`src/rtl/cache_axi_arbiter_if.sv`:
```
// ---------------------------------------------------------------------------
// cache_axi_arbiter_if
//   Bundles the two cache refill ports and the AXI read channels used by
//   cache_axi_arbiter.
//
//   ICache refill : i_rd_req, i_rd_addr -> ; <- i_rd_rdy, i_ret_valid, i_ret_data
//   DCache refill : d_rd_req, d_rd_addr -> ; <- d_rd_rdy, d_ret_valid, d_ret_data
//   AXI AR        : arvalid, araddr, arid, arlen, arsize, arburst ; <- arready
//   AXI R         : rready ; <- rvalid, rdata, rid, rlast
//
//   modport master : the arbiter side (AXI master, refill server)
//   modport slave  : the environment side (caches and AXI slave)
// ---------------------------------------------------------------------------
interface cache_axi_arbiter_if #(
  parameter int LINE_BEATS = 4
);
  // ICache refill port
  logic                     i_rd_req;
  logic [31:0]              i_rd_addr;
  logic                     i_rd_rdy;
  logic                     i_ret_valid;
  logic [LINE_BEATS*32-1:0] i_ret_data;

  // DCache refill port
  logic                     d_rd_req;
  logic [31:0]              d_rd_addr;
  logic                     d_rd_rdy;
  logic                     d_ret_valid;
  logic [LINE_BEATS*32-1:0] d_ret_data;

  // AXI read address channel
  logic                     arvalid;
  logic                     arready;
  logic [31:0]              araddr;
  logic [3:0]               arid;
  logic [7:0]               arlen;
  logic [2:0]               arsize;
  logic [1:0]               arburst;

  // AXI read data channel
  logic                     rvalid;
  logic                     rready;
  logic [31:0]              rdata;
  logic [3:0]               rid;
  logic                     rlast;

  modport master (
    input  i_rd_req, i_rd_addr, d_rd_req, d_rd_addr,
    input  arready, rvalid, rdata, rid, rlast,
    output i_rd_rdy, i_ret_valid, i_ret_data,
    output d_rd_rdy, d_ret_valid, d_ret_data,
    output arvalid, araddr, arid, arlen, arsize, arburst, rready
  );

  modport slave (
    output i_rd_req, i_rd_addr, d_rd_req, d_rd_addr,
    output arready, rvalid, rdata, rid, rlast,
    input  i_rd_rdy, i_ret_valid, i_ret_data,
    input  d_rd_rdy, d_ret_valid, d_ret_data,
    input  arvalid, araddr, arid, arlen, arsize, arburst, rready
  );
endinterface

```
`src/rtl/cache_axi_arbiter.sv`:
```
// ---------------------------------------------------------------------------
// cache_axi_arbiter
//   Shares one AXI read port between the ICache and DCache refill ports.
//   One line refill is in flight at a time: a requester is granted in IDLE
//   (round-robin on ties), one INCR burst of LINE_BEATS 32-bit beats is
//   issued, the beats are collected into a line buffer, and the full line
//   is returned to the granted cache with a one-cycle ret_valid pulse.
//
//   Ports:
//     clk    - system clock, rising edge
//     resetn - synchronous, active-low reset
//     bus    - cache_axi_arbiter_if.master (refill ports + AXI AR/R)
// ---------------------------------------------------------------------------
module cache_axi_arbiter #(
  parameter int LINE_BEATS = 4
) (
  input  logic                 clk,
  input  logic                 resetn,
  cache_axi_arbiter_if.master  bus
);

  typedef enum logic [1:0] {
    IDLE = 2'd0,
    AR   = 2'd1,
    R    = 2'd2,
    RET  = 2'd3
  } state_t;

  typedef enum logic {
    GNT_I = 1'b0,
    GNT_D = 1'b1
  } grant_t;

  localparam int               CNT_W   = (LINE_BEATS > 1) ? $clog2(LINE_BEATS) : 1;
  localparam logic [CNT_W-1:0] CNT_MAX = CNT_W'(LINE_BEATS - 1);

  state_t           state_q, state_d;
  grant_t           grant_q, grant_d;
  grant_t           last_grant_q;
  logic [31:4]      addr_q;
  logic [CNT_W-1:0] cnt_q;
  logic [31:0]      line_q [LINE_BEATS];

  logic             pick_d;
  logic [31:0]      sel_addr;
  logic [LINE_BEATS*32-1:0] line_flat;

  // Transaction id and the sub-line offset bits carry no information here:
  // only one burst is ever outstanding and refills are line aligned.
  logic unused_bits;
  assign unused_bits = ^{bus.rid, bus.i_rd_addr[3:0], bus.d_rd_addr[3:0]};

  // DCache wins when it asks alone, or on a tie when ICache was served last.
  assign pick_d   = bus.d_rd_req && (!bus.i_rd_req || (last_grant_q == GNT_I));
  assign sel_addr = pick_d ? bus.d_rd_addr : bus.i_rd_addr;

  // AR payload comes straight from registers, so it cannot change while
  // arvalid waits for arready.
  assign bus.araddr  = {addr_q, 4'b0000};
  assign bus.arid    = {3'b000, (grant_q == GNT_D)};
  assign bus.arlen   = 8'(LINE_BEATS - 1);
  assign bus.arsize  = 3'b010;
  assign bus.arburst = 2'b01;

  // Next-state and handshake outputs.
  // NOTE: every signal written here gets a default first; any path that
  // skipped an assignment would otherwise infer a latch.
  always_comb begin
    state_d         = state_q;
    grant_d         = grant_q;
    bus.i_rd_rdy    = 1'b0;
    bus.d_rd_rdy    = 1'b0;
    bus.arvalid     = 1'b0;
    bus.rready      = 1'b0;
    bus.i_ret_valid = 1'b0;
    bus.d_ret_valid = 1'b0;

    case (state_q)
      IDLE: begin
        if (bus.i_rd_req || bus.d_rd_req) begin
          grant_d      = pick_d ? GNT_D : GNT_I;
          bus.i_rd_rdy = !pick_d;
          bus.d_rd_rdy = pick_d;
          state_d      = AR;
        end
      end
      AR: begin
        bus.arvalid = 1'b1;
        if (bus.arready) state_d = R;
      end
      R: begin
        bus.rready = 1'b1;
        if (bus.rvalid && bus.rlast) state_d = RET;
      end
      RET: begin
        bus.i_ret_valid = (grant_q == GNT_I);
        bus.d_ret_valid = (grant_q == GNT_D);
        state_d         = IDLE;
      end
      default: state_d = IDLE;
    endcase
  end

  // Both ports see the line buffer at all times; ret_valid qualifies it.
  always_comb begin
    line_flat = '0;
    for (int w = 0; w < LINE_BEATS; w++) begin
      line_flat[w*32 +: 32] = line_q[w];
    end
  end

  assign bus.i_ret_data = line_flat;
  assign bus.d_ret_data = line_flat;

  // NOTE: all state here updates with non-blocking assignments so every
  // register samples pre-edge values regardless of statement order.
  always_ff @(posedge clk) begin
    if (!resetn) begin
      state_q      <= IDLE;
      grant_q      <= GNT_I;
      last_grant_q <= GNT_D;
      addr_q       <= '0;
      cnt_q        <= '0;
      // NOTE: the line buffer is explicitly cleared on reset because its
      // contents are visible on ret_data and survive short (early rlast)
      // bursts; this rules out mapping it onto a reset-less RAM.
      for (int w = 0; w < LINE_BEATS; w++) begin
        line_q[w] <= '0;
      end
    end else begin
      state_q <= state_d;
      grant_q <= grant_d;

      if ((state_q == IDLE) && (state_d == AR)) begin
        addr_q <= sel_addr[31:4];
      end

      if ((state_q == AR) && bus.arready) begin
        cnt_q <= '0;
      end

      // Beats beyond the line length keep landing in the last word.
      if ((state_q == R) && bus.rvalid) begin
        line_q[cnt_q] <= bus.rdata;
        if (cnt_q != CNT_MAX) cnt_q <= cnt_q + 1'b1;
      end

      if (state_q == RET) begin
        last_grant_q <= grant_q;
      end
    end
  end

endmodule

```
`src/flat_wrapper.sv`:
```
// flat-port wrapper written by rule: the top's interface ports become plain ports
module cache_axi_arbiter_flat 
#(
  parameter int LINE_BEATS = 4
)
  (clk, resetn, bus_i_rd_req, bus_i_rd_addr, bus_d_rd_req, bus_d_rd_addr, bus_arready, bus_rvalid, bus_rdata, bus_rid, bus_rlast, bus_i_rd_rdy, bus_i_ret_valid, bus_i_ret_data, bus_d_rd_rdy, bus_d_ret_valid, bus_d_ret_data, bus_arvalid, bus_araddr, bus_arid, bus_arlen, bus_arsize, bus_arburst, bus_rready);
  cache_axi_arbiter_if #(.LINE_BEATS(LINE_BEATS)) bus_i ();
  input  logic clk;
  input  logic resetn;
  input wire logic [$bits(bus_i.i_rd_req)-1:0] bus_i_rd_req;
  input wire logic [$bits(bus_i.i_rd_addr)-1:0] bus_i_rd_addr;
  input wire logic [$bits(bus_i.d_rd_req)-1:0] bus_d_rd_req;
  input wire logic [$bits(bus_i.d_rd_addr)-1:0] bus_d_rd_addr;
  input wire logic [$bits(bus_i.arready)-1:0] bus_arready;
  input wire logic [$bits(bus_i.rvalid)-1:0] bus_rvalid;
  input wire logic [$bits(bus_i.rdata)-1:0] bus_rdata;
  input wire logic [$bits(bus_i.rid)-1:0] bus_rid;
  input wire logic [$bits(bus_i.rlast)-1:0] bus_rlast;
  output wire logic [$bits(bus_i.i_rd_rdy)-1:0] bus_i_rd_rdy;
  output wire logic [$bits(bus_i.i_ret_valid)-1:0] bus_i_ret_valid;
  output wire logic [$bits(bus_i.i_ret_data)-1:0] bus_i_ret_data;
  output wire logic [$bits(bus_i.d_rd_rdy)-1:0] bus_d_rd_rdy;
  output wire logic [$bits(bus_i.d_ret_valid)-1:0] bus_d_ret_valid;
  output wire logic [$bits(bus_i.d_ret_data)-1:0] bus_d_ret_data;
  output wire logic [$bits(bus_i.arvalid)-1:0] bus_arvalid;
  output wire logic [$bits(bus_i.araddr)-1:0] bus_araddr;
  output wire logic [$bits(bus_i.arid)-1:0] bus_arid;
  output wire logic [$bits(bus_i.arlen)-1:0] bus_arlen;
  output wire logic [$bits(bus_i.arsize)-1:0] bus_arsize;
  output wire logic [$bits(bus_i.arburst)-1:0] bus_arburst;
  output wire logic [$bits(bus_i.rready)-1:0] bus_rready;
  assign bus_i.i_rd_req = bus_i_rd_req;
  assign bus_i.i_rd_addr = bus_i_rd_addr;
  assign bus_i.d_rd_req = bus_d_rd_req;
  assign bus_i.d_rd_addr = bus_d_rd_addr;
  assign bus_i.arready = bus_arready;
  assign bus_i.rvalid = bus_rvalid;
  assign bus_i.rdata = bus_rdata;
  assign bus_i.rid = bus_rid;
  assign bus_i.rlast = bus_rlast;
  assign bus_i_rd_rdy = bus_i.i_rd_rdy;
  assign bus_i_ret_valid = bus_i.i_ret_valid;
  assign bus_i_ret_data = bus_i.i_ret_data;
  assign bus_d_rd_rdy = bus_i.d_rd_rdy;
  assign bus_d_ret_valid = bus_i.d_ret_valid;
  assign bus_d_ret_data = bus_i.d_ret_data;
  assign bus_arvalid = bus_i.arvalid;
  assign bus_araddr = bus_i.araddr;
  assign bus_arid = bus_i.arid;
  assign bus_arlen = bus_i.arlen;
  assign bus_arsize = bus_i.arsize;
  assign bus_arburst = bus_i.arburst;
  assign bus_rready = bus_i.rready;
  cache_axi_arbiter #(.LINE_BEATS(LINE_BEATS)) u_core (.clk(clk), .resetn(resetn), .bus(bus_i));
endmodule
```
`config.mk`:
```
export PLATFORM = sky130hd
export DESIGN_NAME = cache_axi_arbiter_flat
export DESIGN_NICKNAME = d
export VERILOG_FILES = /design/src/rtl/cache_axi_arbiter_if.sv /design/src/rtl/cache_axi_arbiter.sv /design/src/flat_wrapper.sv
export SDC_FILE = /design/constraint.sdc
export NUM_CORES = 1
export LEC_CHECK = 0
export BUFFER_PORTS_ARGS = -buffer_cell sky130_fd_sc_hd__buf_2
export CAP_MARGIN = 20
export CORE_AREA = 5 5 161 163
export CTS_BUF_LIST = sky130_fd_sc_hd__clkbuf_4
export CTS_CLUSTER_SIZE = 14
export DETAILED_ROUTE_END_ITERATION = 7
export DIE_AREA = 0 0 166 168
export GPL_TIMING_DRIVEN = 0
export PLACE_DENSITY = 0.58
export SETUP_SLACK_MARGIN = 0.5
export SYNTH_ARGS = -nofsm -noshare
export SYNTH_HDL_FRONTEND = slang
export SYNTH_SLANG_ARGS = --single-unit
```
`constraint.sdc`:
```
create_clock -name clk -period 9.4 [get_ports clk]
set_input_delay 1.88 -clock clk [delete_from_list [all_inputs] [get_ports clk]]
set_output_delay 1.88 -clock clk [all_outputs]
set_load 0.05 [all_outputs]
```
# == Yosys cells after proc, flatten, opt, wreduce, memory -nomap -nowiden ==
# Memory sizes are Yosys's and may differ from the RTL's.
# Index checks and enable logic that the tools add are counted.
# op_classes
addsub,1
eq_ne,5
n_mux,24
bitwise,2
n_reduce_logical,12
# op_table
operator,count
$mux 32,2
$reduce_or 32->1,1
$mux 1,14
$mux 2,7
$pmux 2 s4,1
$logic_and 1x1->1,5
$eq 2x1->1 const B,2
$eq 2x2->1 const B,2
$add 2x1->2 const B,1
$logic_not 1->1,2
$logic_not 2->1,1
$logic_or 1x1->1,2
$ne 2x2->1 const B,1
$not 1->1,2
$reduce_and 2->1,1
# totals
regBits,34
ramBits,128
input_bits,107
out_inout_bits,311
word_cells,50
mem_count,1
# memory_table
name,words,width,read_ports,rd_ports_with_merged_regs,write_ports,line_no,source
u_core.line_q,4,32,4,0,4,cache_axi_arbiter.sv:42,logic [31:0] line_q [LINE_BEATS];

# == Logic depth before layout (Yosys ltp) ==
# Gate-level depths: netlist of the first run.
# logic_depth
ltp_word,7
mapped_depth,6
depth_no_buf,4

# == Least setup slack after synthesis of the first run ==
# Ideal clock, no wire load.
# synth_timing
kind,in2out
startpoint,input port bus_d_rd_req
endpoint,output port bus_d_rd_rdy
arrival_ns,3.393
t_required_ns,7.520
path_slack_ns,4.127
cell_stages,3
path_buffers,1
cell_sequence,a21bo_2 clkbuf_1 nor3_1
# synth_between
elab_chain_cells,3
elab_cells_between_ends,4
classes_between,mux: 2; reduce/logical: 2
# synth_lines
item,line_no,source
from (decl),flat_wrapper.sv:12,input wire logic [$bits(bus_i.d_rd_req)-1:0] bus_d_rd_req;
$logic_and 1x1->1 or $logic_or 1x1->1 (tied branches),"cache_axi_arbiter.sv:54, cache_axi_arbiter.sv:80",
$mux 1 *,cache_axi_arbiter.sv:80,if (bus.i_rd_req || bus.d_rd_req) begin
$mux 1 *,cache_axi_arbiter.sv:78,case (state_q)
to (decl),flat_wrapper.sv:22,output wire logic [$bits(bus_i.d_rd_rdy)-1:0] bus_d_rd_rdy;
# Every way passes the cells marked *; elsewhere a longest branch is shown, timed or not.

# == Worst setup path after layout of the first run ==
# layout_timing
startpoint,input port bus_i_rd_req
endpoint,output port bus_i_rd_rdy
# layout_between
elab_chain_cells,6
elab_cells_between_ends,7
classes_between,mux: 2; reduce/logical: 5
# layout_lines
item,line_no,source
from (decl),flat_wrapper.sv:10,input wire logic [$bits(bus_i.i_rd_req)-1:0] bus_i_rd_req;
$logic_not 1->1,cache_axi_arbiter.sv:54,assign pick_d = bus.d_rd_req && (!bus.i_rd_req || (last_grant_q == GNT_I));
$logic_or 1x1->1,cache_axi_arbiter.sv:54,
$logic_and 1x1->1,cache_axi_arbiter.sv:54,
$logic_not 1->1,cache_axi_arbiter.sv:82,bus.i_rd_rdy = !pick_d;
$mux 1 *,cache_axi_arbiter.sv:80,
$mux 1 *,cache_axi_arbiter.sv:78,
to (decl),flat_wrapper.sv:19,output wire logic [$bits(bus_i.i_rd_rdy)-1:0] bus_i_rd_rdy;
# Marked as above.

==> results of run 1 <==
-- cells in the mapped netlist --
library cell,count
edfxtp_1,128
and2_1,129
dfxtp_1,34
nand4b_1,1
o22ai_1,1
conb_1,2
or2_0,1
nor3_1,1
nand3b_1,1
inv_1,2
o21ai_0,2
o31ai_1,1
nand2_1,63
nand4bb_1,1
a21boi_0,1
a21bo_2,1
nand2b_1,3
a311oi_1,18
clkbuf_1,11
a311oi_2,10
clkbuf_2,6
a21oi_1,30
a21boi_2,1
nor2_1,3
and2b_1,1
o21a_1,1
nor2b_1,2
buf_2,12
nor3_2,1
nor3b_2,1
ha_1,1
and3_1,4
buf_6,2
o31a_1,1
nand4_1,1
buf_4,149
-- state kept, by name (all words and copies together) (netlist names) --
register / flops
u_core.state_q: 2
u_core.cnt_q: 2
u_core.addr_q: 28
u_core.line_q: 128
u_core.grant_q: 1
u_core.last_grant_q: 1
-- worst max-delay path, cell delays in order --
cell,delay (ns)
buf_2,0.11
or2_0,0.11
clkbuf_1,0.15
clkbuf_1,0.38
and3_1,0.22
buf_2,0.26
-- final cells by class --
class	instances	area (µm²)	share of cell area [%]
Sequential cell	162	4520	43.7
Timing Repair Buffer	389	2010	19.4
Multi-Input combinational cell	301	1830	17.7
Buffer	180	1270	12.3
Tap cell	324	405	3.92
Clock inverter	15	165	1.60
Clock buffer	17	128	1.23
Inverter	2	7.51	0.0726
Antenna cell	2	5.00	0.0484
-- through the flow --
step	util [%]	hold slack, ns
floorplan	-	0.481
global placement	41.1	0.503
detailed placement	41.5	0.511
CTS	42.8	0.532
global route	42.8	0.542
finish	42.8	0.525
-- layer usage --
metal,track usage [%],vias up,share of wire [%]
met5,0,-,0
met1,18.5,2705,38
li1,-,2822,-
met3,5.21,25,7.5
met4,5.42,0,2.1
met2,30.9,267,52
-- cell families after synthesis --
logic type,Yosys count
and+or+nand+nor,213
buffers and inverters,182
AOI/OAI and AO/OA,67
other,2
DFF,162
adders and majority gates,1
-- path summary, 6_finish.rpt --
path              slack, ns               from                   to
hold / removal         0.52  u_core.addr_q[24]    u_core.addr_q[24]
setup / recovery       4.41       bus_i_rd_req         bus_i_rd_rdy
setup reg to reg       7.22  u_core.state_q[1]  u_core.line_q[0][2]
hold reg to reg        0.52  u_core.addr_q[24]    u_core.addr_q[24]
-- cell usage in the layout, fill, tap and decap left out, types with 2 or more instances in the layout --
cell type	synthesis	routed
conb_1	2	20
edfxtp_1	128	128
buf_4	149	149
buf_6	2	2
diode_2	0	2
inv_8	0	5
dfxtp_1	34	34
buf_12	0	4
inv_1	2	2
nor2b_1	2	2
and3_1	4	4
clkinvlp_4	0	2
clkbuf_2	6	6
and2_1	129	129
nand2_1	63	63
a311oi_2	10	10
a311oi_1	18	18
inv_6	0	4
a21oi_1	30	30
o21ai_4	0	2
clkbuf_4	0	17
nor2_1	3	3
buf_2	12	397
nand2b_2	0	2
clkbuf_1	11	11
-- power groups by stage --
stage	Clock [µW]	Combinational [µW]	Sequential [µW]
2_1_floorplan	0	208	979
3_3_place_gp	0	452	854
3_5_place_dp	0	458	852
4_1_cts	449	458	836
5_1_grt	482	478	841
6_report	432	454	835
==> flow_summary.toml, run 1 <==
[run_status]
outcome = "completed"

[clock_tree]
post-cts-setup-buffer-count = 0
cts-root-buf = "clkbuf_4"
clock_path_buffers = 2
htreeDepth = 4
cts_resized = 0
clk_pin_slew_ns = 0.15
cts-hold-fix-buffers = 0
cts_tree = "yes"
numCtsBuffers = 17
clock_latency_ns = 0.55
clock-sinks = 162

[critical_path]
end_kind = "output pin"
setup.worst_path.start_class = "primary input"
arrival_ns = 3.11
worstPathMaxFanout = 10
r2r_cells = 4
required_ns = 7.52
path_class = "in -> out"

[global_route]
grt_pass1_wl_mm = 36.5
grt-ovfl-total = 0
grt_pass1_vias = 6100
grt_max_degree = 31
antenna_found_initial = 2
grtUsageTotal_pct = 16.8

[timing]
hold_viol_final = 0
fmax_mhz = 200
tightest_slew_ns = 0.729
clock_skew_ns = 0.0277
setup_viol = 0
slew_viol_final = 0
setup_tns_ns = 0
rsz0062_at_grt = "no"
relSlewSlack_pct = 51.4
min_period_over_period_pct = 53.1
fin_ws_ns = 4.41
period_needed_ns = 4.99

[place]
place_ws_ns = 4.41
dpl_cell_area_mm2 = 0.0100
dpl.cell_count = 1358
dp_hpwl_mm = 18.9
place.gp.congestion = 0.813
numPortBuffers = 385

[synth]
yosys.area_share.simple_pct = 15.7
synth_xor_area_share_pct = 0
synth_compound_gate_area_share_pct = 6.99
synth.cell_area_mm2 = 0.00754
syn-instance-count = 627
ys_seq_area_share_pct = 60.0
synth_area_leader_cell = "edfxtp_1"
ys_ff_latch = 162
synth_fa_ha_area_share_pct = 0.166
synth.avg_cell_area_um2 = 12.0
synthDistinctLibCells = 36
yosys.area.top_type_share_pct = 51.0
synthMuxAreaShare_pct = 0
synth_top_family_by_area = "buffers and inverters"
synth_warnings = 0
netlist_top_cells_area = "edfxtp_1 51%, buf_4 15%, and2_1 11%"

[layout]
nets = 1161
fin_cells = 1392
num-fill-cells = 2380
final_cell_area_mm2 = 0.0103
area_growth_pct = 37.2
drive_above_1_share_pct = 56.9

[routing]
drtAntennaViolNets = 0
vias_per_cell = 4.18
via_count = 5819
wirelength_mm = 23.9
drt_iter0_drc = 173
avgRoutedWirePerCell_um = 17.2
first_pass_iters = 4
drc = 0

[min_path]
worst_hold_path.num_cells = 2
worstHoldPathType = "reg -> reg"

[flow_run]
max-cap-violations = 0

[pwr]
pwr-share-clk_pct = 25.1
p_leak_uw = 0.00512
internal_power_uw = 1070
p_seq_share_pct = 48.5
max-vdd-ir-drop_mv = 0.0932
switchingPower_uw = 648
power.density_mw_per_mm2 = 166
swShare_pct = 37.7
pwr-share-comb_pct = 26.4
totalPowerFinal_uw = 1720

[die]
die_w_um = 166
start_util_pct = 31.2
coreArea_mm2 = 0.0242
rows = 57
io_pins = 418
die_height_um = 168
die-area_mm2 = 0.0279
No activity file was read; power rests on OpenSTA's default activity.
==> inputs of run 2 (changes only) <==
CORE_AREA = 5 5 157 159   (was 5 5 161 163)
DIE_AREA = 0 0 162 164   (was 0 0 166 168)
PLACE_DENSITY = 0.63   (was 0.58)
clock period = 4.05 ns   (was 9.4 ns; I/O delays follow)
==> run 2 against run 1 <==
Utilization rose by 1.8 points; total power increased by 130%; die area fell by 4.7%; largest cell class unchanged.
==> flow_summary.toml, run 2 (synthesized netlist as in run 1, its figures left out) <==
[pwr]
swShare_pct = 38.4
pwr-share-comb_pct = 26.4
p_seq_share_pct = 48.7
pwr-share-clk_pct = 24.9
power.density_mw_per_mm2 = 386
p_leak_uw = 0.00513
switchingPower_uw = 1520
internal_power_uw = 2450
max-vdd-ir-drop_mv = 0.167

[layout]
drive_above_1_share_pct = 57.0
num-fill-cells = 2273
layout_common_cells = "397 x buf_2, 149 x buf_4, 129 x and2_1, 128 x edfxtp_1, 63 x nand2_1"
area_growth_pct = 36.7
top_regs = "u_core.line_q: 128 flops, u_core.addr_q: 28 flops"
regArea_mm2 = 0.00452
final_common_cell = "buf_2"
multi_input_area_mm2 = 0.00183
largest_reg_flops = 128
nets = 1161
top_register = "u_core.line_q"
finish.utilization_pct = 44.6
final_cell_area_mm2 = 0.0103

[clock_tree]
clock_path_buffers = 2
numCtsBuffers = 17
post-cts-setup-buffer-count = 0
clock-sinks = 162
cts_resized = 0
cts-hold-fix-buffers = 0
cts_tree = "yes"
cts-root-buf = "clkbuf_4"
clock_latency_ns = 0.55
htreeDepth = 4
clk_pin_slew_ns = 0.16

[routing]
vias_per_cell = 4.22
dr_wl_met2_mm = 11.9
top_layer_used = "met4"
routedLengthMet1_mm = 8.89
drt_iter0_drc = 227
via_count = 5720
met3_wirelength_mm = 1.59
wirelength_mm = 22.6
drc = 0
drtAntennaViolNets = 0
avgRoutedWirePerCell_um = 16.7
first_pass_iters = 4

[place]
place.gp.congestion = 0.771
dpl_cell_area_mm2 = 0.0100
dp_hpwl_mm = 17.6
place_ws_ns = 1.18
numPortBuffers = 385

[die]
coreArea_mm2 = 0.0231
rows = 56
die_w_um = 162
io_pins = 418
die_height_um = 164
start_util_pct = 32.6
die-area_mm2 = 0.0266

[flow_run]
max-cap-violations = 0

[timing]
hold_viol_final = 0
min_period_over_period_pct = 70.4
fin_ws_ns = 1.20
clock_skew_ns = 0.0272
setup_tns_ns = 0
whs_ns = 0.509
slew_viol_final = 0
tightest_slew_ns = 0.700
period_needed_ns = 2.85
setup_viol = 0
rsz0062_at_grt = "no"
relSlewSlack_pct = 53.3
fmax_mhz = 351

[global_route]
antenna_found_initial = 1
grt-ovfl-total = 0
grt_pass1_vias = 5734
grt_max_degree = 25
grt_pass1_wl_mm = 33.4
grtUsageTotal_pct = 16.5

[critical_path]
crit_buf_inv = 2
cp_cell_sequence = "nor2_1 -> clkbuf_1 -> and3_1 -> buf_2"
critPathMaxStageDelay_ns = 0.40
worstPathMaxFanout = 10
cp_top_family = "buffers and inverters"
setup.worst_path.start_class = "register"
r2r_slack_ns = 1.78
arrival_ns = 2.04
end_kind = "output pin"
required_ns = 3.24
cp_slowest_cell = "dfxtp_1"
path_class = "reg -> out"

[min_path]
worstHoldPathType = "in -> reg"

[run_status]
outcome = "completed"
-- run 2: final cells by class --
type / count / share of cell area (%)
inverter: 2 / 0.0729
buffer: 180 / 12.3
multi-input combinational: 301 / 17.7
sequential: 162 / 43.9
clock inverter: 15 / 1.68
clock buffer: 17 / 1.24
timing repair buffer: 389 / 19.5
antenna: 1 / 0.0243
tap: 290 / 3.52
-- run 2: power groups by stage --
stage | clock (µW) | combinational, µW | sequential, µW
after floorplan | 0 | 483 | 2270
after global placement | 0 | 1040 | 1980
after detailed placement | 0 | 1060 | 1970
after CTS | 1030 | 1060 | 1940
after global routing | 1100 | 1100 | 1950
final | 989 | 1050 | 1940
-- run 2: worst register-to-register path: cells and delay by family, from the launching register on --
family	cells	cell delay (ns)
simple gates	3	1.24
buf+inv	1	0.25
flops	1	0.48
-- run 2: routing by layer --
metal  vias up  track usage (%)
li1       2831                -
met1      2632             19.2
met2       245             30.5
met3        12             3.91
met4         0             4.38
met5         -                0
-- run 2: through the flow --
stage               power [µW]  cells
detailed placement        3030   1324
global placement          3020   1320
floorplan                 2760    645
CTS                       4030   1356
finish                    3970   1357
global route              4150   1357
-- run 2: worst paths after layout --
check / end / cells past startpoint / from
max: bus_i_rd_rdy / 4 / u_core.state_q[1]
max reg2reg: u_core.line_q[0][19] / 4 / u_core.state_q[1]
min: u_core.addr_q[6] / 3 / bus_i_rd_addr[6]
min reg2reg: u_core.addr_q[20] / 2 / u_core.addr_q[20]
==> inputs of run 3 (changes only) <==
ABC_AREA = 1   (was not set)
CORE_AREA = 5 5 160 162   (was 5 5 157 159)
DIE_AREA = 0 0 165 167   (was 0 0 162 164)
PLACE_DENSITY = 0.62   (was 0.63)
clock period = 2.45 ns   (was 4.05 ns; I/O delays follow)
==> run 3 against run 2 <==
Utilization up 2.6 points; first-iteration DRC count up 5.7%; synthesized area up 3.3%; clock power up 71%; largest cell class unchanged; highest routed layer unchanged.
==> flow_summary.toml, run 3 <==
[min_path]
worstHoldPathType = "in -> reg"
hp-start = "bus_rlast"
worst_hold_path.num_cells = 5
worstHoldEndpoint = "u_core.state_q[0]"

[flow_run]
max-cap-violations = 0

[layout]
nets = 1328
drive_above_1_share_pct = 57.8
top_regs = "u_core.line_q: 128 flops, u_core.addr_q: 28 flops"
top_register = "u_core.line_q"
final_common_cell = "buf_2"
largest_reg_flops = 128
finish.utilization_pct = 47.2
area_growth_pct = 45.2
layout_common_cells = "381 x buf_2, 174 x buf_4, 128 x edfxtp_1, 103 x nor2_1, 95 x inv_1"

[critical_path]
arrival_ns = 1.50
path_class = "reg -> out"
cp_top_family = "flip-flops"
cp_cell_sequence = "inv_4 -> nand2_4 -> nor2_4 -> inv_2 -> buf_6 -> nor2_4 -> buf_8"
r2r_cells = 15
required_ns = 1.96
cp_slowest_cell = "dfxtp_4"
critPathMaxStageDelay_ns = 0.38
cpMostUsedCell = "nor2_4"
crit_buf_inv = 4
worstPathMaxFanout = 2
r2r-start = "u_core.state_q[0]"
r2r_slack_ns = 0.51
end_kind = "output pin"
r2r-end = "u_core.addr_q[4]"
setup.worst_path.start_class = "register"

[routing]
drc = 0
dr_wl_met2_mm = 14.0
top_layer_used = "met4"
vias_per_cell = 4.16
drt_iter0_drc = 240
met3_wirelength_mm = 1.90
routedLengthMet1_mm = 9.25
first_pass_iters = 5
wirelength_mm = 25.5
avgRoutedWirePerCell_um = 16.4
via_count = 6474
drtAntennaViolNets = 0

[run_status]
outcome = "completed"

[synth]
synth.avg_cell_area_um2 = 10.2
netlist_top_cells_area = "edfxtp_1 49%, buf_4 15%, dfxtp_1 8.7%"
synthDistinctLibCells = 24
async_flop_share_pct = 0
ys_seq_area_share_pct = 58.1
synth_warnings = 0
synthTopCellsByCount = "152 x buf_4, 128 x edfxtp_1, 107 x nor2_1"
synth_edf_count = 128
yosysMostFrequentCell = "buf_4"
yosys.area.top_type_share_pct = 49.3
ys_ff_latch = 162
synth_ff_type = "edfxtp_1"
synth.cell_area_mm2 = 0.00779
synth_area_leader_cell = "edfxtp_1"
syn-instance-count = 764

[clock_tree]
cts_tree = "yes"
clock_path_buffers = 2
clock-sinks = 162
cts-root-buf = "clkbuf_4"
numCtsBuffers = 17
htreeDepth = 4
clock_latency_ns = 0.53
cts-hold-fix-buffers = 0
clk_pin_slew_ns = 0.15

[timing]
min_period_over_period_pct = 81.1
tightest_slew_ns = 0.854
rsz0062_at_grt = "yes"
hold_viol_final = 0
setup_tns_ns = 0
fin_ws_ns = 0.462
slew_viol_final = 0
fmax_mhz = 503
setup_viol = 0
period_needed_ns = 1.99
clock_skew_ns = 0.0259
relSlewSlack_pct = 43.0

[die]
die_w_um = 165
io_pins = 418
start_util_pct = 32.5
die-area_mm2 = 0.0276
die_height_um = 167
rows = 57
coreArea_mm2 = 0.0240

[global_route]
grt_pass1_vias = 6431
grt_max_degree = 23
grt-ovfl-total = 0
grtUsageTotal_pct = 17.6
antenna_found_initial = 1
grt_pass1_wl_mm = 37.1

[pwr]
max-vdd-ir-drop_mv = 0.276
totalPowerFinal_uw = 6810
p_leak_uw = 0.00586
power.density_mw_per_mm2 = 602

[place]
dp_hpwl_mm = 19.3
numPortBuffers = 384
place_ws_ns = 0.0538
place.gp.congestion = 0.874
## run 3: cell count changes in the layout (fill, tap and decap cells not counted), moves of 18 or more
cell      previous run  this run
nor3_2               1        24
nor2_1               3       103
nand3_1              0        61
and2_1             129         0
a311oi_1            18         0
inv_1                2        95
buf_4              149       174
## run 3: layer usage
metal	GRT usage (%)	vias to the layer above
met1	18.9	2990
met2	33.9	279
met5	0	-
li1	-	3190
met4	4.20	0
met3	4.47	15
## run 3: where the power goes
| part | switching [µW] | internal, µW | total [µW] | leakage, µW |
|---|---|---|---|---|
| Sequential | 95.0 | 3090 | 3190 | 0.00160 |
| Clock | 1050 | 640 | 1690 | 0.000156 |
| Combinational | 1360 | 567 | 1930 | 0.00410 |
## run 3: kinds of logic after synthesis
kind of cell | Yosys count | share of synthesized area, %
buffers and inverters | 286 | 22.2
AND/OR/NAND/NOR | 280 | 17.3
flip-flops | 162 | 58.1
AO/OA/AOI/OAI | 33 | 2.15
other | 2 | 0.0964
adder cells (fa/ha/maj) | 1 | 0.161
## run 3: worst max path at each step
stage,start,to,cells after the start
CTS,u_core.state_q[0],bus_i_rd_rdy,7
floorplan,u_core.state_q[1],u_core.line_q[3][0],4
finish,u_core.state_q[0],bus_i_rd_rdy,7
detailed placement,resetn,u_core.line_q[0][9],6
global placement,u_core.cnt_q[1],u_core.line_q[2][6],4
global route,u_core.state_q[0],bus_i_rd_rdy,7
## run 3: worst register-to-register path: cells and delay by family, from the launching register on
| kind | cells | cell delay [ns] |
|---|---|---|
| AND/OR/NAND/NOR | 3 | 0.19 |
| flip-flops | 1 | 0.38 |
| buffers and inverters | 11 | 1.19 |
| AO/OA/AOI/OAI | 1 | 0.05 |
## run 3: stage by stage
stage / hold WS, ns / cell area [µm²] / cells
floorplan: 0.429 / 7890 / 782
global placement: 0.449 / 10200 / 1490
detailed placement: 0.457 / 10300 / 1493
CTS: 0.169 / 10900 / 1540
global route: 0.177 / 11300 / 1557
finish: 0.252 / 11300 / 1557
## run 3: final cells by class
type,count,area (µm²)
Antenna cell,1,2.50
Buffer,183,1380
Clock buffer,17,128
Clock inverter,14,175
Fill cell,2315,12700
Inverter,103,399
Multi-Input combinational cell,340,1970
Sequential cell,162,4530
Tap cell,324,405
Timing Repair Buffer,413,2310
## run 3: timing repair
item	in CTS	in global routing
setup buffers	14	10
gates resized for setup	45	81
setup endpoints to repair	71	122
pin swaps	2	11
cloned	2	6
endpoints found under the hold margin	0	0
